**config.mk**
```make
export PLATFORM = sky130hd
export DESIGN_NAME = axi_wb_arbiter
export DESIGN_NICKNAME = d
export VERILOG_FILES = /design/src/rtl/axi_wb_arbiter.sv
export SDC_FILE = /design/constraint.sdc
export NUM_CORES = 1
export LEC_CHECK = 0
export BUFFER_PORTS_ARGS = -buffer_cell sky130_fd_sc_hd__buf_2
export CORE_AREA = 2 2 182 184
export DETAILED_ROUTE_END_ITERATION = 12
export DIE_AREA = 0 0 184 186
export PLACE_DENSITY = 0.56
export SLEW_MARGIN = 20
export SYNTH_ARGS = -nofsm -noshare
export SYNTH_HDL_FRONTEND = slang
export SYNTH_SLANG_ARGS = --single-unit
```
**constraint.sdc**
```tcl
create_clock -name clk_i -period 2.6 [get_ports clk_i]
set_clock_uncertainty 0.2 [all_clocks]
set_input_delay 0.52 -clock clk_i [delete_from_list [all_inputs] [get_ports clk_i]]
set_output_delay 0.52 -clock clk_i [all_outputs]
set_load 0.02 [all_outputs]
```
**src/rtl/axi_wb_arbiter.sv**
```systemverilog
// Two-port AXI (instruction/data) to single Wishbone classic master bridge.
// One AXI transaction is served at a time; ports are arbitrated round-robin,
// bursts are walked beat by beat and partial writes use read-modify-write.
module axi_wb_arbiter #(
    parameter int unsigned ID_WIDTH = 4,
    parameter int unsigned RR_INIT  = 0
) (
    input  logic                clk_i,
    input  logic                rst_i,
    // instruction port
    input  logic                inst_awvalid_i,
    input  logic [31:0]         inst_awaddr_i,
    input  logic [ID_WIDTH-1:0] inst_awid_i,
    input  logic [7:0]          inst_awlen_i,
    input  logic [1:0]          inst_awburst_i,
    output logic                inst_awready_o,
    input  logic                inst_wvalid_i,
    input  logic [31:0]         inst_wdata_i,
    input  logic [3:0]          inst_wstrb_i,
    input  logic                inst_wlast_i,
    output logic                inst_wready_o,
    output logic                inst_bvalid_o,
    output logic [1:0]          inst_bresp_o,
    output logic [ID_WIDTH-1:0] inst_bid_o,
    input  logic                inst_bready_i,
    input  logic                inst_arvalid_i,
    input  logic [31:0]         inst_araddr_i,
    input  logic [ID_WIDTH-1:0] inst_arid_i,
    input  logic [7:0]          inst_arlen_i,
    input  logic [1:0]          inst_arburst_i,
    output logic                inst_arready_o,
    output logic                inst_rvalid_o,
    output logic [31:0]         inst_rdata_o,
    output logic [1:0]          inst_rresp_o,
    output logic [ID_WIDTH-1:0] inst_rid_o,
    output logic                inst_rlast_o,
    input  logic                inst_rready_i,
    // data port
    input  logic                data_awvalid_i,
    input  logic [31:0]         data_awaddr_i,
    input  logic [ID_WIDTH-1:0] data_awid_i,
    input  logic [7:0]          data_awlen_i,
    input  logic [1:0]          data_awburst_i,
    output logic                data_awready_o,
    input  logic                data_wvalid_i,
    input  logic [31:0]         data_wdata_i,
    input  logic [3:0]          data_wstrb_i,
    input  logic                data_wlast_i,
    output logic                data_wready_o,
    output logic                data_bvalid_o,
    output logic [1:0]          data_bresp_o,
    output logic [ID_WIDTH-1:0] data_bid_o,
    input  logic                data_bready_i,
    input  logic                data_arvalid_i,
    input  logic [31:0]         data_araddr_i,
    input  logic [ID_WIDTH-1:0] data_arid_i,
    input  logic [7:0]          data_arlen_i,
    input  logic [1:0]          data_arburst_i,
    output logic                data_arready_o,
    output logic                data_rvalid_o,
    output logic [31:0]         data_rdata_o,
    output logic [1:0]          data_rresp_o,
    output logic [ID_WIDTH-1:0] data_rid_o,
    output logic                data_rlast_o,
    input  logic                data_rready_i,
    // Wishbone classic master
    output logic                wb_cyc_o,
    output logic                wb_stb_o,
    output logic                wb_we_o,
    output logic [31:0]         wb_addr_o,
    output logic [31:0]         wb_data_o,
    input  logic [31:0]         wb_data_i,
    input  logic                wb_ack_i
);

    typedef enum logic [2:0] {IDLE, RD_BUS, RD_RESP, WR_DATA, WR_RMW, WR_BUS, WR_RESP} state_t;

    state_t              state_q, state_d;
    logic                last_grant_q, sel_q, cyc_q, cyc_d;
    logic [31:0]         addr_q, data_q;
    logic [ID_WIDTH-1:0] id_q;
    logic [7:0]          len_q, beat_q;
    logic [1:0]          burst_q;
    logic [3:0]          wstrb_q;

    logic                inst_req, data_req, grant_data, grant_ok, grant_aw;
    logic [31:0]         req_addr;
    logic [ID_WIDTH-1:0] req_id;
    logic [7:0]          req_len;
    logic [1:0]          req_burst;
    logic                wvalid, rready, bready, bus_done, last_beat, beat_adv;
    logic [31:0]         wdata;
    logic [3:0]          wstrb;

    // Beat count comes from awlen alone, so wlast carries no information here.
    logic unused_wlast;
    assign unused_wlast = inst_wlast_i ^ data_wlast_i;

    // Address of the following beat for the latched burst type; the reserved
    // encoding and unsupported wrap lengths advance like INCR.
    function automatic logic [31:0] next_beat_addr(input logic [31:0] a, input logic [7:0] l,
                                                   input logic [1:0] b);
        logic [31:0] mask;
        mask = {22'd0, l, 2'b11};
        if (b == 2'b00) return a;
        if (b == 2'b10 && (l == 8'd1 || l == 8'd3 || l == 8'd7 || l == 8'd15))
            return (a & ~mask) | ((a + 32'd4) & mask);
        return a + 32'd4;
    endfunction

    // The port that was not granted last wins a tie; AW beats AR within a port.
    assign inst_req   = inst_awvalid_i | inst_arvalid_i;
    assign data_req   = data_awvalid_i | data_arvalid_i;
    assign grant_data = data_req && (!inst_req || !last_grant_q);
    assign grant_ok   = (state_q == IDLE) && !rst_i && (inst_req || data_req);
    assign grant_aw   = grant_data ? data_awvalid_i : inst_awvalid_i;

    // Select the address-channel fields of the winning request.
    always_comb begin
        // NOTE: every always_comb output gets a default first so no latch is inferred.
        req_addr  = inst_araddr_i;
        req_id    = inst_arid_i;
        req_len   = inst_arlen_i;
        req_burst = inst_arburst_i;
        case ({grant_data, grant_aw})
            2'b01: begin req_addr = inst_awaddr_i; req_id = inst_awid_i;
                         req_len = inst_awlen_i;   req_burst = inst_awburst_i; end
            2'b10: begin req_addr = data_araddr_i; req_id = data_arid_i;
                         req_len = data_arlen_i;   req_burst = data_arburst_i; end
            2'b11: begin req_addr = data_awaddr_i; req_id = data_awid_i;
                         req_len = data_awlen_i;   req_burst = data_awburst_i; end
            default: ;
        endcase
    end

    assign wvalid    = sel_q ? data_wvalid_i : inst_wvalid_i;
    assign wdata     = sel_q ? data_wdata_i  : inst_wdata_i;
    assign wstrb     = sel_q ? data_wstrb_i  : inst_wstrb_i;
    assign rready    = sel_q ? data_rready_i : inst_rready_i;
    assign bready    = sel_q ? data_bready_i : inst_bready_i;
    assign bus_done  = cyc_q & wb_ack_i;
    assign last_beat = (beat_q == len_q);

    // Next-state logic, beat advance and the next value of the bus strobe.
    always_comb begin
        state_d  = state_q;
        beat_adv = 1'b0;
        cyc_d    = 1'b0;
        case (state_q)
            IDLE:    if (grant_ok) state_d = grant_aw ? WR_DATA : RD_BUS;
            RD_BUS: begin
                cyc_d = !bus_done;
                if (bus_done) state_d = RD_RESP;
            end
            RD_RESP: if (rready) begin
                state_d  = last_beat ? IDLE : RD_BUS;
                beat_adv = !last_beat;
            end
            WR_DATA: if (wvalid) begin
                if (wstrb == 4'hF) state_d = WR_BUS;
                else if (wstrb == 4'h0) begin
                    state_d  = last_beat ? WR_RESP : WR_DATA;
                    beat_adv = !last_beat;
                end else state_d = WR_RMW;
            end
            WR_RMW: begin
                cyc_d = !bus_done;
                if (bus_done) state_d = WR_BUS;
            end
            WR_BUS: begin
                cyc_d = !bus_done;
                if (bus_done) begin
                    state_d  = last_beat ? WR_RESP : WR_DATA;
                    beat_adv = !last_beat;
                end
            end
            WR_RESP: if (bready) state_d = IDLE;
            default: state_d = IDLE;
        endcase
    end

    // State register; reset abandons any transaction in flight.
    always_ff @(posedge clk_i) begin
        // NOTE: sequential state always uses non-blocking assignments.
        if (rst_i) state_q <= IDLE;
        else       state_q <= state_d;
    end

    // Transaction context, beat tracking and the shared data register.
    always_ff @(posedge clk_i) begin
        if (rst_i) begin
            last_grant_q <= (RR_INIT != 0);
            sel_q        <= 1'b0;
            cyc_q        <= 1'b0;
            addr_q       <= '0;
            data_q       <= '0;
            id_q         <= '0;
            len_q        <= '0;
            beat_q       <= '0;
            burst_q      <= '0;
            wstrb_q      <= '0;
        end else begin
            cyc_q <= cyc_d;
            if (grant_ok) begin
                last_grant_q <= grant_data;
                sel_q        <= grant_data;
                addr_q       <= req_addr;
                id_q         <= req_id;
                len_q        <= req_len;
                burst_q      <= req_burst;
                beat_q       <= '0;
            end
            if (beat_adv) begin
                beat_q <= beat_q + 8'd1;
                addr_q <= next_beat_addr(addr_q, len_q, burst_q);
            end
            if (state_q == RD_BUS && bus_done) data_q <= wb_data_i;
            if (state_q == WR_DATA && wvalid) begin
                data_q  <= wdata;
                wstrb_q <= wstrb;
            end
            if (state_q == WR_RMW && bus_done)
                for (int i = 0; i < 4; i++)
                    if (!wstrb_q[i]) data_q[8*i +: 8] <= wb_data_i[8*i +: 8];
        end
    end

    assign wb_cyc_o  = cyc_q;
    assign wb_stb_o  = cyc_q;
    assign wb_we_o   = cyc_q && (state_q == WR_BUS);
    assign wb_addr_o = addr_q;
    assign wb_data_o = data_q;

    assign inst_awready_o = grant_ok && !grant_data && inst_awvalid_i;
    assign inst_arready_o = grant_ok && !grant_data && !inst_awvalid_i && inst_arvalid_i;
    assign data_awready_o = grant_ok && grant_data && data_awvalid_i;
    assign data_arready_o = grant_ok && grant_data && !data_awvalid_i && data_arvalid_i;

    assign inst_wready_o = (state_q == WR_DATA) && !sel_q;
    assign data_wready_o = (state_q == WR_DATA) &&  sel_q;
    assign inst_bvalid_o = (state_q == WR_RESP) && !sel_q;
    assign data_bvalid_o = (state_q == WR_RESP) &&  sel_q;
    assign inst_rvalid_o = (state_q == RD_RESP) && !sel_q;
    assign data_rvalid_o = (state_q == RD_RESP) &&  sel_q;
    assign inst_rlast_o  = inst_rvalid_o && last_beat;
    assign data_rlast_o  = data_rvalid_o && last_beat;

    assign inst_bresp_o = 2'b00;
    assign data_bresp_o = 2'b00;
    assign inst_rresp_o = 2'b00;
    assign data_rresp_o = 2'b00;
    assign inst_bid_o   = id_q;
    assign data_bid_o   = id_q;
    assign inst_rid_o   = id_q;
    assign data_rid_o   = id_q;
    assign inst_rdata_o = data_q;
    assign data_rdata_o = data_q;

endmodule

```
# Yosys cells after proc, flatten, opt, wreduce, memory -nomap -nowiden
# Index checks and enable logic that the tools add are counted.
[totals]
inputBits = 303
regBits = 95
out_inout_bits = 167
wordCells = 138
[classes]
bitwise_logic = 8
addsub = 2
n_mux = 51
n_reduce_logical = 44
n_eq_ne = 23
[op_table]
columns = ["op", "count"]
rows = [
  ["$mux 32", 10],
  ["$pmux 32 s3", 1],
  ["$mux 8", 6],
  ["$add 32x3->32 const B", 1],
  ["$and 32x10->32", 1],
  ["$and 32x32->32", 1],
  ["$not 10->32", 1],
  ["$or 32x32->32", 1],
  ["$mux 3", 10],
  ["$logic_and 1x1->1", 24],
  ["$pmux 8 s3", 1],
  ["$pmux 3 s7", 1],
  ["$mux 1", 17],
  ["$ne 2x2->1 const B", 7],
  ["$pmux 4 s3", 1],
  ["$eq 3x3->1 const B", 3],
  ["$add 8x1->8 const B", 1],
  ["$eq 8x1->1 const B", 1],
  ["$eq 8x2->1 const B", 1],
  ["$eq 8x3->1 const B", 1],
  ["$eq 8x4->1 const B", 1],
  ["$eq 8x8->1", 1],
  ["$logic_not 1->1", 8],
  ["$reduce_and 7->1", 1],
  ["19 further kinds", 27],
]

# Depth between registers and ports, before layout
# Gate-level depths: netlist (run 1).
[logic_depth]
depth_word = 14
depth_mapped = 10
ltp_nobuf = 7

# Least setup slack after synthesis (run 1)
# No wires, ideal clock.
[synth_path]
kind = "input to output"
startpoint = "input port data_arvalid_i"
endpoint = "output port inst_arready_o"
required_ns = 1.880
path_stages = 6
t_arrival_ns = 1.991
n_path_buf = 3
setup_slack_ns = -0.111
path_cell_list = "or2_2 > clkbuf_1 > a21o_1 > clkbuf_1 > buf_1 > nor3_1"
[synth_via]
elab_chain_len = 6
word_cells_on_any_way = 8
cone_classes = "bitwise (1); reduce/logical (7)"
[synth_lines]
columns = ["item", "line_no", "text"]
rows = [
  ["from (decl)", "54", "input logic data_arvalid_i,"],
  ["$or 1x1->1 *", "113", "assign data_req = data_awvalid_i | data_arvalid_i;"],
  ["$logic_or 1x1->1 or $logic_and 1x1->1 (tied branches)", "115, 114", ""],
  ["$logic_and 1x1->1 or $logic_not 1->1 (tied branches)", "115, 235", ""],
  ["$logic_and 1x1->1 * (3 in series)", "235", "assign inst_arready_o = grant_ok && !grant_data && !inst_awvalid_i && inst_arvalid_i;"],
  ["to (decl)", "31", "output logic inst_arready_o,"],
]
# Every way passes the cells marked *; elsewhere a longest branch is shown, timed or not.

# Worst setup path in the final report (run 1)
[layout_path]
startpoint = "register sel_q"
endpoint = "register addr_q[23], in the netlist wb_addr_o[23]"
[layout_via]
elab_chain_len = 8
word_cells_on_any_way = 21
cone_classes = "eq/ne (4); mux (12); reduce/logical (5)"
[layout_lines]
columns = ["item", "line_no", "text"]
rows = [
  ["from (decl)", "79", "logic last_grant_q, sel_q, cyc_q, cyc_d;"],
  ["from (signal assigned)", "206", "sel_q <= grant_data;"],
  ["$logic_not 1->1", "n/a", ""],
  ["$logic_or 1x1->1", "n/a", ""],
  ["$logic_and 1x1->1", "n/a", ""],
  ["$mux 1", "n/a", ""],
  ["$eq 2x2->1 or $eq 2x1->1 (tied branches)", "n/a", ""],
  ["$pmux 32 s3", "n/a", ""],
  ["$mux 32", "n/a", ""],
  ["$mux 32", "213", "if (beat_adv) begin"],
  ["to (signal assigned)", "207", "addr_q <= req_addr;"],
  ["to (signal assigned)", "215", "addr_q <= next_beat_addr(addr_q, len_q, burst_q);"],
  ["to (decl)", "80", "logic [31:0] addr_q, data_q;"],
]
# Parallel ways exist; a longest one is shown, timed or not. The select of a mux whose other input is x is not followed.
# A chain may end at the register's enable or synchronous reset.

==> report_table.html, run 1 <==
<table>
<tr><th>Metric</th><th>Value</th></tr>
<tr><th colspan="2">Global routing</th></tr>
<tr><td>Initial antenna violation count</td><td>6</td></tr>
<tr><td>Total routing usage reported by global routing</td><td>0.223</td></tr>
<tr><td>Largest net degree at the start of global routing</td><td>slightly below 100</td></tr>
<tr><td>Number of global-route vias before repair</td><td>roughly 9,500</td></tr>
<tr><td>Wire length of the first global-routing pass</td><td>around 58,000 um</td></tr>
<tr><td>Total overflow reported by the global router</td><td>0</td></tr>
<tr><th colspan="2">Pwr</th></tr>
<tr><td>Power per unit of standard cell area</td><td>approximately 850 mW/mm^2</td></tr>
<tr><td>Max VDD drop</td><td>between 300 and 400 uV</td></tr>
<tr><td>Final total power</td><td>roughly 0.0095 W</td></tr>
<tr><td>Switching power summed over all nets</td><td>approximately 0.0045 W</td></tr>
<tr><td>Clock share of power</td><td>0.150</td></tr>
<tr><td>Leakage power of the design</td><td>5.26 nW</td></tr>
<tr><td>Combinational Power Share</td><td>0.614</td></tr>
<tr><td>Cell-internal power</td><td>just over 0.005 W</td></tr>
<tr><td>Sequential share of power</td><td>0.237</td></tr>
<tr><td>Switching Fraction</td><td>0.467</td></tr>
<tr><th colspan="2">Placement</th></tr>
<tr><td>Placed wire-length estimate</td><td>roughly 32,000 um</td></tr>
<tr><td>Routability Congestion</td><td>0.912</td></tr>
<tr><td>Number of input and output port buffers inserted</td><td>roughly 460</td></tr>
<tr><td>Cell area after placement</td><td>between 0.01 and 0.015 mm^2</td></tr>
<tr><th colspan="2">Logic synthesis</th></tr>
<tr><td>Count of flip-flops with a built-in enable after synthesis</td><td>0</td></tr>
<tr><td>Number of storage elements in the synthesis netlist</td><td>95</td></tr>
<tr><td>Area of the mapped netlist</td><td>a little under 0.008 mm^2</td></tr>
<tr><td>Count of mapped cells out of synthesis</td><td>~1,100</td></tr>
<tr><td>Async SR Flop Fraction</td><td>0</td></tr>
<tr><td>Seq/Total Area, Yosys</td><td>0.239</td></tr>
<tr><td>Main synth FF type</td><td>sky130_fd_sc_hd__dfxtp_1</td></tr>
<tr><td>Distinct cell type count of the synthesized netlist</td><td>72</td></tr>
<tr><td>Adder-cell area share of the yosys netlist</td><td>0.00314</td></tr>
<tr><td>Simple-gate share of the synthesized area</td><td>0.206</td></tr>
<tr><td>Post-synthesis mux area share</td><td>0.0704</td></tr>
<tr><td>Count of warnings emitted by yosys</td><td>0</td></tr>
<tr><td>Xor and xnor area share after synthesis</td><td>0.0176</td></tr>
<tr><td>Mean area per synthesized cell</td><td>about 7.4 um^2</td></tr>
<tr><td>Complex-gate fraction of the synthesized area</td><td>0.313</td></tr>
<tr><td>Combinational family with the most area after synthesis</td><td>compound AO/OA/AOI/OAI gates</td></tr>
<tr><th colspan="2">STA</th></tr>
<tr><td>Number of hold violations in the final report</td><td>0</td></tr>
<tr><td>Setup repair after global routing missed its margin</td><td>yes</td></tr>
<tr><td># setup viols final</td><td>2</td></tr>
<tr><td>Number of max-slew violations in the final report</td><td>0</td></tr>
<tr><td>Fraction of the cycle the final worst path needs</td><td>1.00</td></tr>
<tr><td>Achievable Freq</td><td>~380 MHz</td></tr>
<tr><td>Slew at the pin closest to its max-slew limit</td><td>about 760 ps</td></tr>
<tr><td>Final worst path period need</td><td>around 2600 ps</td></tr>
<tr><td>Slew headroom</td><td>0.490</td></tr>
<tr><td>Worst Setup Slack, final</td><td>-7.66 ps</td></tr>
<tr><th colspan="2">Setup path</th></tr>
<tr><td>Number of buffers and inverters on the critical path</td><td>2</td></tr>
<tr><td>Levels on crit path</td><td>8</td></tr>
<tr><td>CP arrival</td><td>around 2700 ps</td></tr>
<tr><td>Family with the most delay on the worst path</td><td>compound AO/OA/AOI/OAI gates</td></tr>
<tr><td>Cell repeated most along the worst path</td><td>sky130_fd_sc_hd__buf_4</td></tr>
<tr><td>Kind of end point of the critical path</td><td>register</td></tr>
<tr><td>Largest fanout on the critical path</td><td>7</td></tr>
<tr><td>Highest cell delay on the worst timing path</td><td>490 ps</td></tr>
<tr><td>Worst reg-to-reg setup slack</td><td>-8 ps</td></tr>
<tr><td>Slowest library cell on the worst path</td><td>sky130_fd_sc_hd__a221oi_1</td></tr>
<tr><td>Crit path cell chain</td><td>mux2i_2, o22ai_2, buf_4, a21o_2, buf_4, a221oi_1, a41oi_1, o32ai_2</td></tr>
<tr><td>Class of the most critical setup path</td><td>register to register</td></tr>
<tr><td>Number of cells on the worst reg-to-reg path</td><td>8</td></tr>
<tr><td>Reg2Reg Capture Point</td><td>wb_addr_o[23]$_SDFFE_PP0P_</td></tr>
<tr><td>Origin of the critical flop-to-flop path</td><td>sel_q$_SDFFE_PP0P_</td></tr>
<tr><td>CP Data Required Time</td><td>2670 ps</td></tr>
<tr><td>Setup crit start kind</td><td>register</td></tr>
<tr><th colspan="2">Min path</th></tr>
<tr><td>Hold path cells</td><td>3</td></tr>
<tr><td>Class of the most critical hold timing path</td><td>input port to register</td></tr>
<tr><td>Worst Min Path Start</td><td>wb_data_i[26]</td></tr>
<tr><td>Endpoint with the worst hold slack</td><td>data_rdata_o[26]$_SDFF_PP0_</td></tr>
<tr><th colspan="2">Clock network</th></tr>
<tr><td>CTS Buffer Depth</td><td>2</td></tr>
<tr><td>H-tree Lvls</td><td>3</td></tr>
<tr><td>Number of hold buffers added after CTS</td><td>0</td></tr>
<tr><td>Sinks on Clock Net</td><td>95</td></tr>
<tr><td>Library cell used as clock root buffer</td><td>sky130_fd_sc_hd__clkbuf_16</td></tr>
<tr><td>Total CTS buffers</td><td>9</td></tr>
<tr><td>Clock-pin slew on the worst setup and hold paths</td><td>70 ps</td></tr>
<tr><td>Clock network latency to the later pin of the worst-skew pair</td><td>roughly 350 ps</td></tr>
<tr><td>TritonCTS clock tree</td><td>built</td></tr>
<tr><th colspan="2">Final layout</th></tr>
<tr><td>Number of nets in the layout</td><td>1,794</td></tr>
<tr><td>Share of final-layout standard cells stronger than drive strength 1</td><td>0.456</td></tr>
<tr><td>Post-synthesis to final-layout area growth</td><td>41.6%</td></tr>
<tr><td>Layout fillers</td><td>approximately 3,500</td></tr>
<tr><td>Post-route cell area</td><td>about 0.011 mm^2</td></tr>
<tr><th colspan="2">Floorplanning</th></tr>
<tr><td>Placeable Area</td><td>between 0.03 and 0.04 mm^2</td></tr>
<tr><td>Height of the die</td><td>186 um</td></tr>
<tr><td>Count of pins on the block boundary</td><td>470</td></tr>
<tr><td>Starting density of the core</td><td>0.247</td></tr>
<tr><td>Die Outline Area</td><td>0.0342 mm^2</td></tr>
<tr><td>Die width</td><td>about 180 um</td></tr>
<tr><td>Number of cell rows</td><td>66</td></tr>
<tr><th colspan="2">Detailed routing</th></tr>
<tr><td>Drt first pass iters</td><td>5</td></tr>
<tr><td>Number of vias per cell</td><td>roughly 5.2</td></tr>
<tr><td>Total DRC errors in the routed layout</td><td>0</td></tr>
<tr><td>Starting DRC count in detailed routing</td><td>695</td></tr>
<tr><td>Post-detailed-route wirelength per cell</td><td>about 21 um</td></tr>
<tr><td>Number of vias after detailed routing</td><td>around 10,000</td></tr>
<tr><td>Overall routed net length</td><td>approximately 40,000 um</td></tr>
<tr><td>Final ANT Viol Nets</td><td>0</td></tr>
<tr><th colspan="2">Flow run</th></tr>
<tr><td>Maximum capacitance violations</td><td>0</td></tr>
<tr><th colspan="2">Status</th></tr>
<tr><td>Outcome</td><td>complete, but fails checks</td></tr>
<tr><td>Violated checks</td><td>setup timing</td></tr>
</table>
-- logic make-up after synthesis --
group,after synthesis
xor+xnor,16
mux,52
other cells,1
simple gates,340
fa+ha+maj,2
flops,95
buf+inv,211
compound gates,353
-- through the flow --
stage | instances | utilization | hold WS, ps | setup slack, ps | setup TNS (ps)
2_1_floorplan | 1077 | - | 251 | 53.7 | 0
3_3_place_gp | 1880 | 0.333 | 249 | -350 | -10300
3_5_place_dp | 1880 | 0.333 | 253 | -374 | -11270
4_1_cts | 1898 | 0.347 | 232 | -24.7 | -50.7
5_1_grt | 1905 | 0.350 | 241 | -101 | -717
6_report | 1905 | 0.350 | 244 | -7.66 | -11.2
-- how the worst max path moves through the flow --
stage | startpoint | endpoint | slack, ps
floorplan | beat_q[6]$_SDFFE_PP0P_ | data_rlast_o | 50
global placement | data_wstrb_i[0] | wb_addr_o[18]$_SDFFE_PP0P_ | -350
detailed placement | data_wstrb_i[0] | wb_addr_o[18]$_SDFFE_PP0P_ | -370
CTS | state_q[1]$_SDFFE_PP0P_ | data_arready_o | -20
global route | sel_q$_SDFFE_PP0P_ | wb_addr_o[24]$_SDFFE_PP0P_ | -100
finish | sel_q$_SDFFE_PP0P_ | wb_addr_o[23]$_SDFFE_PP0P_ | -8
-- cells in the mapped netlist (10+ instances only) --
cell | count | share of area
sky130_fd_sc_hd__nor2_1 | 116 | 0.055
sky130_fd_sc_hd__a21oi_1 | 104 | 0.065
sky130_fd_sc_hd__dfxtp_1 | 95 | 0.24
sky130_fd_sc_hd__buf_4 | 87 | 0.082
sky130_fd_sc_hd__nand2_1 | 69 | 0.033
sky130_fd_sc_hd__clkbuf_1 | 50 | 0.024
sky130_fd_sc_hd__a211oi_1 | 42 | 0.040
sky130_fd_sc_hd__inv_1 | 36 | 0.017
sky130_fd_sc_hd__nor3_1 | 35 | 0.022
sky130_fd_sc_hd__o22ai_1 | 34 | 0.027
sky130_fd_sc_hd__mux2_2 | 32 | 0.045
sky130_fd_sc_hd__o21ai_0 | 28 | 0.018
sky130_fd_sc_hd__nand3_1 | 26 | 0.016
sky130_fd_sc_hd__buf_2 | 22 | 0.014
sky130_fd_sc_hd__o211ai_1 | 22 | 0.021
sky130_fd_sc_hd__mux2i_1 | 20 | 0.025
sky130_fd_sc_hd__a22oi_1 | 17 | 0.016
sky130_fd_sc_hd__and3_1 | 17 | 0.013
sky130_fd_sc_hd__o32ai_1 | 17 | 0.019
sky130_fd_sc_hd__a221oi_1 | 13 | 0.014
sky130_fd_sc_hd__or2_2 | 13 | 0.010
sky130_fd_sc_hd__a22o_1 | 12 | 0.013
sky130_fd_sc_hd__xor2_1 | 12 | 0.013
sky130_fd_sc_hd__nand2b_1 | 10 | 0.0079
sky130_fd_sc_hd__nor4_1 | 10 | 0.0079
-- worst reg2reg max path: cells and delay by family (launching register included) --
kind / cells / cell delay, ps
compound gates: 5 / 1190
flops: 1 / 420
buf+inv: 2 / 370
mux: 1 / 360
-- power groups by stage --
stage | sequential [W] | combinational (W) | clock, W
2_1_floorplan | 0.00245 | 0.00330 | 0
3_3_place_gp | 0.00226 | 0.00544 | 0
3_5_place_dp | 0.00227 | 0.00548 | 0
4_1_cts | 0.00225 | 0.00579 | 0.00145
5_1_grt | 0.00231 | 0.00631 | 0.00153
6_report | 0.00226 | 0.00585 | 0.00143
-- cells in the final DEF (no fill, tap or decap), types with 17 or more instances in the layout --
cell type / count
sky130_fd_sc_hd__buf_2: 454
sky130_fd_sc_hd__nor2_1: 114
sky130_fd_sc_hd__buf_4: 104
sky130_fd_sc_hd__a21oi_1: 103
sky130_fd_sc_hd__dfxtp_1: 86
sky130_fd_sc_hd__nand2_1: 68
sky130_fd_sc_hd__a211oi_1: 42
sky130_fd_sc_hd__inv_1: 36
sky130_fd_sc_hd__o22ai_1: 34
sky130_fd_sc_hd__mux2_2: 32
sky130_fd_sc_hd__nor3_1: 30
sky130_fd_sc_hd__o21ai_0: 28
sky130_fd_sc_hd__nand3_1: 26
sky130_fd_sc_hd__o211ai_1: 22
sky130_fd_sc_hd__mux2i_1: 19
sky130_fd_sc_hd__and3_1: 17
sky130_fd_sc_hd__a22oi_1: 17
sky130_fd_sc_hd__o32ai_1: 17
-- timing repair --
action / in CTS / in global routing
setup buffers: 2 / 3
endpoints found under the setup margin: 25 / 42
gates cloned: 1 / 0
resized for setup: 28 / 17
pin swaps: 3 / 6
endpoints found under the hold margin: 0 / 0
-- area by class of cell --
type	count	area, um^2	area share
Tap cell	408	510	0.0453
Clock buffer	13	260	0.0231
Timing Repair Buffer	576	3390	0.301
Antenna cell	4	10.0	0.000888
Sequential cell	95	1920	0.171
Inverter	36	135	0.0120
Multi-Input combinational cell	771	4990	0.443
Clock inverter	2	38.8	0.00344
-- layer usage --
layer  wire, um  share of wire  global-route usage
met5          0              0                   0
met4       1470          0.037               0.101
met1      15800           0.40               0.262
met2      19800           0.50               0.398
met3       2600          0.065              0.0366
-- registers in the layout (all words and copies together), names as in the netlist, named ones only --
name,cells
data_rdata_o,32
wb_addr_o,25
beat_q,8
len_q,8
data_bid_o,4
wstrb_q,4
state_q,3
burst_q,2
sel_q,1
wb_cyc_o,1
No activity file was read; power rests on OpenSTA's default activity.
==> inputs of run 2 (changes only) <==
Settings changed: CTS_BUF_LIST set to sky130_fd_sc_hd__clkbuf_16, TNS_END_PERCENT set to 30.
==> run 2 against run 1 <==
- the flow still finishes with violations (setup timing)
- register-to-register slack about the same
- clock power fell by 6%
- critical path type unchanged
- final area fell by 0.27%
- sequential power hardly changed
- cell count did not move
- sequential share of layout area hardly changed
==> report_table.html, run 2 (synthesis gave the netlist of run 1 again) <==
<table>
<tr><th>Metric</th><th>Value</th></tr>
<tr><th colspan="2">Detailed routing</th></tr>
<tr><td>Starting DRC count in detailed routing</td><td>596</td></tr>
<tr><td>Drt first pass iters</td><td>5</td></tr>
<tr><td>Overall routed net length</td><td>between 30,000 and 40,000 um</td></tr>
<tr><td>Post-detailed-route wirelength per cell</td><td>between 20 and 25 um</td></tr>
<tr><td>Final ANT Viol Nets</td><td>0</td></tr>
<tr><td>Number of vias per cell</td><td>approximately 5.2</td></tr>
<tr><td>Number of vias after detailed routing</td><td>about 10,000</td></tr>
<tr><td>Total DRC errors in the routed layout</td><td>0</td></tr>
<tr><th colspan="2">STA</th></tr>
<tr><td>Slew at the pin closest to its max-slew limit</td><td>751 ps</td></tr>
<tr><td># setup viols final</td><td>1</td></tr>
<tr><td>Aggregate negative setup slack</td><td>-17.9 ps</td></tr>
<tr><td>Fraction of the cycle the final worst path needs</td><td>1.01</td></tr>
<tr><td>Worst Setup Slack, final</td><td>-17.9 ps</td></tr>
<tr><td>Number of max-slew violations in the final report</td><td>0</td></tr>
<tr><td>Achievable Freq</td><td>between 300 and 400 MHz</td></tr>
<tr><td>Final worst path period need</td><td>roughly 2600 ps</td></tr>
<tr><td>Slew headroom</td><td>0.498</td></tr>
<tr><td>Number of hold violations in the final report</td><td>0</td></tr>
<tr><td>Setup repair after global routing missed its margin</td><td>yes</td></tr>
<tr><th colspan="2">Clock network</th></tr>
<tr><td>Clock-pin slew on the worst setup and hold paths</td><td>70 ps</td></tr>
<tr><td>Clock network latency to the later pin of the worst-skew pair</td><td>~350 ps</td></tr>
<tr><td>Sinks on Clock Net</td><td>95</td></tr>
<tr><td>Library cell used as clock root buffer</td><td>sky130_fd_sc_hd__clkbuf_16</td></tr>
<tr><td>H-tree Lvls</td><td>3</td></tr>
<tr><td>TritonCTS clock tree</td><td>built</td></tr>
<tr><td>CTS Buffer Depth</td><td>2</td></tr>
<tr><td>Total CTS buffers</td><td>9</td></tr>
<tr><th colspan="2">Final layout</th></tr>
<tr><td>Layout fillers</td><td>~3,500</td></tr>
<tr><td>Post-route cell area</td><td>about 0.011 mm^2</td></tr>
<tr><td>Most common cell after layout, fill and taps aside</td><td>sky130_fd_sc_hd__buf_2</td></tr>
<tr><td>Number of nets in the layout</td><td>~1,800</td></tr>
<tr><td>Share of final-layout standard cells stronger than drive strength 1</td><td>0.454</td></tr>
<tr><td>Post-synthesis to final-layout area growth</td><td>41.2%</td></tr>
<tr><td>Commonest non-fill, non-tap cells in the layout</td><td>sky130_fd_sc_hd__buf_2, sky130_fd_sc_hd__nor2_1, sky130_fd_sc_hd__buf_4, sky130_fd_sc_hd__a21oi_1, sky130_fd_sc_hd__dfxtp_1</td></tr>
<tr><td>Flip-flop count of the largest register after layout</td><td>32</td></tr>
<tr><th colspan="2">Global routing</th></tr>
<tr><td>Total routing usage reported by global routing</td><td>0.223</td></tr>
<tr><td>Busiest grt layer</td><td>met2</td></tr>
<tr><td>Number of global-route vias before repair</td><td>about 9,500</td></tr>
<tr><td>Total overflow reported by the global router</td><td>0</td></tr>
<tr><td>Routing usage on met3</td><td>0.0366</td></tr>
<tr><td>Global-route met2 utilization</td><td>0.398</td></tr>
<tr><td>Largest net degree at the start of global routing</td><td>between 90 and 100</td></tr>
<tr><td>Initial antenna violation count</td><td>6</td></tr>
<tr><td>Wire length of the first global-routing pass</td><td>~58,000 um</td></tr>
<tr><td>Met1 routing resource usage after global routing</td><td>0.262</td></tr>
<tr><th colspan="2">Status</th></tr>
<tr><td>Outcome</td><td>complete, but fails checks</td></tr>
<tr><td>Violated checks</td><td>setup timing</td></tr>
<tr><th colspan="2">Floorplanning</th></tr>
<tr><td>Count of pins on the block boundary</td><td>470</td></tr>
<tr><td>Number of cell rows</td><td>66</td></tr>
<tr><td>Height of the die</td><td>~190 um</td></tr>
<tr><td>Die width</td><td>roughly 180 um</td></tr>
<tr><td>Die Outline Area</td><td>between 0.03 and 0.04 mm^2</td></tr>
<tr><td>Starting density of the core</td><td>0.247</td></tr>
<tr><td>Placeable Area</td><td>around 0.032 mm^2</td></tr>
<tr><th colspan="2">Setup path</th></tr>
<tr><td>Slowest library cell on the worst path</td><td>sky130_fd_sc_hd__a221oi_1</td></tr>
<tr><td>Number of cells on the worst reg-to-reg path</td><td>8</td></tr>
<tr><td>CP Data Required Time</td><td>about 2700 ps</td></tr>
<tr><td>Origin of the critical flop-to-flop path</td><td>sel_q$_SDFFE_PP0P_</td></tr>
<tr><td>Kind of end point of the critical path</td><td>register</td></tr>
<tr><td>Class of the most critical setup path</td><td>register to register</td></tr>
<tr><td>Family with the most delay on the worst path</td><td>compound AO/OA/AOI/OAI gates</td></tr>
<tr><td>Start point of the critical path</td><td>sel_q$_SDFFE_PP0P_</td></tr>
<tr><td>Setup crit start kind</td><td>register</td></tr>
<tr><td>Number of buffers and inverters on the critical path</td><td>2</td></tr>
<tr><td>Highest cell delay on the worst timing path</td><td>roughly 490 ps</td></tr>
<tr><td>CP arrival</td><td>about 2700 ps</td></tr>
<tr><td>Reg2Reg Capture Point</td><td>wb_addr_o[23]$_SDFFE_PP0P_</td></tr>
<tr><td>Termination of the worst setup path</td><td>wb_addr_o[23]$_SDFFE_PP0P_</td></tr>
<tr><td>Worst reg-to-reg setup slack</td><td>-20 ps</td></tr>
<tr><td>Levels on crit path</td><td>8</td></tr>
<tr><td>Largest fanout on the critical path</td><td>7</td></tr>
<tr><td>Cell repeated most along the worst path</td><td>sky130_fd_sc_hd__buf_4</td></tr>
<tr><td>Crit path cell chain</td><td>mux2i_2, o22ai_2, buf_4, a21o_2, buf_4, a221oi_1, a41oi_1, o32ai_2</td></tr>
<tr><th colspan="2">Placement</th></tr>
<tr><td>Placed wire-length estimate</td><td>approximately 32,000 um</td></tr>
<tr><td>Routability Congestion</td><td>between 0.9 and 1</td></tr>
<tr><td>Number of input and output port buffers inserted</td><td>459</td></tr>
<tr><td>Cell area after placement</td><td>0.0107 mm^2</td></tr>
<tr><td>Placement Setup Slack</td><td>-374 ps</td></tr>
<tr><th colspan="2">Pwr</th></tr>
<tr><td>Final total power</td><td>0.00945 W</td></tr>
<tr><td>Power per unit of standard cell area</td><td>~840 mW/mm^2</td></tr>
<tr><td>Max VDD drop</td><td>between 300 and 400 uV</td></tr>
<tr><td>Leakage power of the design</td><td>5.26 nW</td></tr>
<tr><th colspan="2">Min path</th></tr>
<tr><td>Class of the most critical hold timing path</td><td>input port to register</td></tr>
<tr><td>Worst Min Path Start</td><td>wb_data_i[26]</td></tr>
<tr><th colspan="2">Flow run</th></tr>
<tr><td>Maximum capacitance violations</td><td>0</td></tr>
</table>
==> run 2: changes by cell type in the layout (fill, tap and decap cells not counted) <==
cell                       delta
sky130_fd_sc_hd__clkbuf_1     -2
sky130_fd_sc_hd__clkbuf_8     -2
sky130_fd_sc_hd__clkinv_1     +2
sky130_fd_sc_hd__dfxtp_2      +1
sky130_fd_sc_hd__dfxtp_4      -1
sky130_fd_sc_hd__inv_1        +2
sky130_fd_sc_hd__o21a_1       +1
sky130_fd_sc_hd__o21a_4       -1
==> run 2: stage by stage <==
| step | hold slack [ps] | util | cells |
|---|---|---|---|
| 4_1_cts | 232 | 0.346 | 1898 |
| 3_3_place_gp | 249 | 0.333 | 1880 |
| 6_report | 247 | 0.349 | 1905 |
| 5_1_grt | 242 | 0.349 | 1905 |
| 3_5_place_dp | 253 | 0.333 | 1880 |
| 2_1_floorplan | 251 | - | 1077 |
==> run 2: final cells by class <==
class	count	area (um^2)	share of cell area
clock buffers	9	225	0.0200
inverters	36	135	0.0120
flip-flops and latches	95	1920	0.171
clock inverters	6	53.8	0.00479
well taps	408	510	0.0454
multi-input cells	771	4990	0.444
diodes	4	10.0	0.000891
repair buffers	576	3390	0.302
==> run 2: per-layer routing <==
metal	vias to the layer above	wire, um
li1	4720	-
met1	4605	15800
met2	516	19700
met3	74	2590
met4	0	1520
met5	-	0
==> run 2: how the worst min path moves through the flow <==
stage / end / slack (ps) / depth (start not counted)
2_1_floorplan: len_q[7]$_SDFFE_PP0P_ / 250 / 2
3_3_place_gp: wb_addr_o[0]$_SDFFE_PP0P_ / 250 / 2
3_5_place_dp: wb_addr_o[1]$_SDFFE_PP0P_ / 250 / 2
4_1_cts: data_rdata_o[26]$_SDFF_PP0_ / 230 / 3
5_1_grt: data_rdata_o[7]$_SDFF_PP0_ / 240 / 3
6_report: data_rdata_o[26]$_SDFF_PP0_ / 250 / 3
==> run 2: report_power, final <==
| group | switching, W | internal (W) | leakage (nW) |
|---|---|---|---|
| sequential | 0.000438 | 0.00182 | 0.780 |
| combinational | 0.00338 | 0.00246 | 4.33 |
| clock | 0.000622 | 0.000733 | 0.143 |
| total | 0.00444 | 0.00502 | 5.26 |
==> run 2: what timing repair did <==
| item | CTS | global route |
|---|---|---|
| hold endpoints to repair | 0 | 0 |
| pin swaps | 3 | 4 |
| gates resized for setup | 28 | 15 |
| gates cloned | 1 | 0 |
| setup endpoints to repair | 27 | 40 |
| hold buffers | 0 | 0 |
| buffers inserted | 2 | 3 |
==> run 2: worst min-delay path, cell delays in order <==
cell	delay (ps)
sky130_fd_sc_hd__buf_2	100
sky130_fd_sc_hd__nor2_1	90
sky130_fd_sc_hd__a211oi_1	50
==> inputs of run 3 (changes only) <==
Settings changed: SKIP_LAST_GASP set to 1.
==> run 3 against run 2 <==
- the run still ends with setup timing left
- wire length barely moved
- maximum frequency is 0.42% higher
- clock power about the same
- die area did not move
- non-clock buffer count rose by 2
- core utilization is 0.054 points higher
- worst hold slack got worse by 1.8 ps
- cell count is 0.10% higher
- critical path depth fell by 4
- register-to-register slack better by 70 ps
- clock-buffer cell count unchanged
- largest power group unchanged
==> report_table.html, run 3 (synthesis gave the netlist of run 1 again) <==
<table>
<tr><th>Metric</th><th>Value</th></tr>
<tr><th colspan="2">Status</th></tr>
<tr><td>Outcome</td><td>complete, but fails checks</td></tr>
<tr><td>Violated checks</td><td>setup timing</td></tr>
<tr><th colspan="2">Global routing</th></tr>
<tr><td>Routing usage on met3</td><td>0.0366</td></tr>
<tr><td>Total overflow reported by the global router</td><td>0</td></tr>
<tr><td>Wire length of the first global-routing pass</td><td>~58,000 um</td></tr>
<tr><td>Largest net degree at the start of global routing</td><td>97</td></tr>
<tr><td>Initial antenna violation count</td><td>6</td></tr>
<tr><td>Total routing usage reported by global routing</td><td>0.223</td></tr>
<tr><td>Busiest grt layer</td><td>met2</td></tr>
<tr><td>Global-route met2 utilization</td><td>0.398</td></tr>
<tr><td>Number of global-route vias before repair</td><td>9,486</td></tr>
<tr><td>Met1 routing resource usage after global routing</td><td>0.262</td></tr>
<tr><th colspan="2">Final layout</th></tr>
<tr><td>Flip-flop count of the largest register after layout</td><td>32</td></tr>
<tr><td>Share of final-layout standard cells stronger than drive strength 1</td><td>0.454</td></tr>
<tr><td>Post-synthesis to final-layout area growth</td><td>41.4%</td></tr>
<tr><td>Commonest non-fill, non-tap cells in the layout</td><td>sky130_fd_sc_hd__buf_2, sky130_fd_sc_hd__nor2_1, sky130_fd_sc_hd__a21oi_1, sky130_fd_sc_hd__buf_4, sky130_fd_sc_hd__dfxtp_1</td></tr>
<tr><td>Number of nets in the layout</td><td>1,796</td></tr>
<tr><td>Util after Layout</td><td>0.349</td></tr>
<tr><td>Most common cell after layout, fill and taps aside</td><td>sky130_fd_sc_hd__buf_2</td></tr>
<tr><th colspan="2">Placement</th></tr>
<tr><td>Number of input and output port buffers inserted</td><td>459</td></tr>
<tr><td>Placement Setup Slack</td><td>-374 ps</td></tr>
<tr><td>Placed wire-length estimate</td><td>roughly 32,000 um</td></tr>
<tr><td>Routability Congestion</td><td>0.912</td></tr>
<tr><th colspan="2">Setup path</th></tr>
<tr><td>Crit path cell chain</td><td>buf_4, inv_1, and4_1, buf_2</td></tr>
<tr><td>Number of buffers and inverters on the critical path</td><td>3</td></tr>
<tr><td>Class of the most critical setup path</td><td>register to primary output</td></tr>
<tr><td>Setup crit start kind</td><td>register</td></tr>
<tr><td>CP arrival</td><td>1890 ps</td></tr>
<tr><td>Slowest library cell on the worst path</td><td>sky130_fd_sc_hd__dfxtp_4</td></tr>
<tr><td>Family with the most delay on the worst path</td><td>buffers and inverters</td></tr>
<tr><td>Kind of end point of the critical path</td><td>primary output</td></tr>
<tr><td>Highest cell delay on the worst timing path</td><td>430 ps</td></tr>
<tr><td>CP Data Required Time</td><td>between 1500 and 2000 ps</td></tr>
<tr><td>Largest fanout on the critical path</td><td>35</td></tr>
<tr><th colspan="2">Detailed routing</th></tr>
<tr><td>Post-detailed-route wirelength per cell</td><td>just over 20 um</td></tr>
<tr><td>Drt first pass iters</td><td>6</td></tr>
<tr><td>Starting DRC count in detailed routing</td><td>between 600 and 700</td></tr>
<tr><td>Overall routed net length</td><td>slightly below 40,000 um</td></tr>
<tr><td>Number of vias after detailed routing</td><td>about 9,900</td></tr>
<tr><td>Final ANT Viol Nets</td><td>0</td></tr>
<tr><td>Total DRC errors in the routed layout</td><td>0</td></tr>
<tr><td>Number of vias per cell</td><td>about 5.2</td></tr>
<tr><th colspan="2">Clock network</th></tr>
<tr><td>Sinks on Clock Net</td><td>95</td></tr>
<tr><td>Total CTS buffers</td><td>9</td></tr>
<tr><td>Library cell used as clock root buffer</td><td>sky130_fd_sc_hd__clkbuf_16</td></tr>
<tr><td>Clock network latency to the later pin of the worst-skew pair</td><td>around 360 ps</td></tr>
<tr><td>Number of hold buffers added after CTS</td><td>0</td></tr>
<tr><td>TritonCTS clock tree</td><td>built</td></tr>
<tr><td>H-tree Lvls</td><td>3</td></tr>
<tr><td>Clock-pin slew on the worst setup and hold paths</td><td>around 70 ps</td></tr>
<tr><td>CTS Buffer Depth</td><td>2</td></tr>
<tr><th colspan="2">Pwr</th></tr>
<tr><td>Final total power</td><td>0.00946 W</td></tr>
<tr><td>Power per unit of standard cell area</td><td>841 mW/mm^2</td></tr>
<tr><td>Leakage power of the design</td><td>5.27 nW</td></tr>
<tr><td>Max VDD drop</td><td>around 340 uV</td></tr>
<tr><th colspan="2">STA</th></tr>
<tr><td>Slew headroom</td><td>0.496</td></tr>
<tr><td>Number of hold violations in the final report</td><td>0</td></tr>
<tr><td>Slew at the pin closest to its max-slew limit</td><td>approximately 750 ps</td></tr>
<tr><td>Final worst path period need</td><td>~2600 ps</td></tr>
<tr><td>Setup repair after global routing missed its margin</td><td>yes</td></tr>
<tr><td>Aggregate negative setup slack</td><td>-6.91 ps</td></tr>
<tr><td>Number of max-slew violations in the final report</td><td>0</td></tr>
<tr><td>Fraction of the cycle the final worst path needs</td><td>1.00</td></tr>
<tr><td># setup viols final</td><td>1</td></tr>
<tr><td>Achievable Freq</td><td>about 380 MHz</td></tr>
<tr><td>Worst Setup Slack, final</td><td>-6.91 ps</td></tr>
<tr><th colspan="2">Floorplanning</th></tr>
<tr><td>Die width</td><td>roughly 180 um</td></tr>
<tr><td>Starting density of the core</td><td>0.247</td></tr>
<tr><td>Height of the die</td><td>between 150 and 200 um</td></tr>
<tr><td>Placeable Area</td><td>roughly 0.032 mm^2</td></tr>
<tr><td>Count of pins on the block boundary</td><td>470</td></tr>
<tr><td>Die Outline Area</td><td>roughly 0.034 mm^2</td></tr>
<tr><td>Number of cell rows</td><td>66</td></tr>
<tr><th colspan="2">Flow run</th></tr>
<tr><td>Maximum capacitance violations</td><td>0</td></tr>
<tr><th colspan="2">Min path</th></tr>
<tr><td>Class of the most critical hold timing path</td><td>input port to register</td></tr>
</table>
[run 3: worst paths after layout]
kind	end	slack (ps)	cells past startpoint	start
worst max-delay path	inst_bvalid_o	-7	4	sel_q$_SDFFE_PP0P_
worst min-delay path	data_rdata_o[26]$_SDFF_PP0_	240	3	wb_data_i[26]
worst max register to register	wb_addr_o[23]$_SDFFE_PP0P_	50	8	sel_q$_SDFFE_PP0P_
worst min register to register	wb_addr_o[0]$_SDFFE_PP0P_	260	2	wb_addr_o[0]$_SDFFE_PP0P_
[run 3: through the flow]
stage | hold WS (ps) | cell area [um^2] | std cells
4_1_cts | 232 | 11100 | 1898
6_report | 245 | 11300 | 1907
5_1_grt | 242 | 11300 | 1907
2_1_floorplan | 251 | 7990 | 1077
3_3_place_gp | 249 | 10700 | 1880
3_5_place_dp | 253 | 10700 | 1880
[run 3: layout make-up]
cell class	count	area [um^2]
sequential	95	1920
tap	408	510
antenna	4	10.0
inverter	36	135
timing repair buffer	578	3410
fill	3545	21000
clock buffer	9	225
clock inverter	6	53.8
multi-input combinational	771	4990
[run 3: worst reg2reg max path: stages (launching register included)]
cell	delay, ps
sky130_fd_sc_hd__dfxtp_4	430
sky130_fd_sc_hd__mux2i_4	310
sky130_fd_sc_hd__o22ai_2	160
sky130_fd_sc_hd__buf_4	160
sky130_fd_sc_hd__a21o_2	250
sky130_fd_sc_hd__buf_4	200
sky130_fd_sc_hd__a221oi_1	510
sky130_fd_sc_hd__a41oi_1	120
sky130_fd_sc_hd__o32ai_2	140
[run 3: routing by layer]
metal	vias up	wire length (um)
met5	-	0
met4	0	1420
met3	74	2530
met2	509	19900
met1	4637	15700
li1	4729	-
[run 3: timing repair]
action,CTS,global route
cloned,1,0
pin swaps,3,2
gates resized for setup,26,15
hold endpoints to repair,0,0
buffers inserted,2,5
setup endpoints to repair,27,58
[run 3: where the power goes]
part	internal, W	switching, W	leakage, nW	total, W
registers	0.00182	0.000441	0.780	0.00226
clock network	0.000733	0.000623	0.143	0.00136
logic	0.00247	0.00338	4.35	0.00585
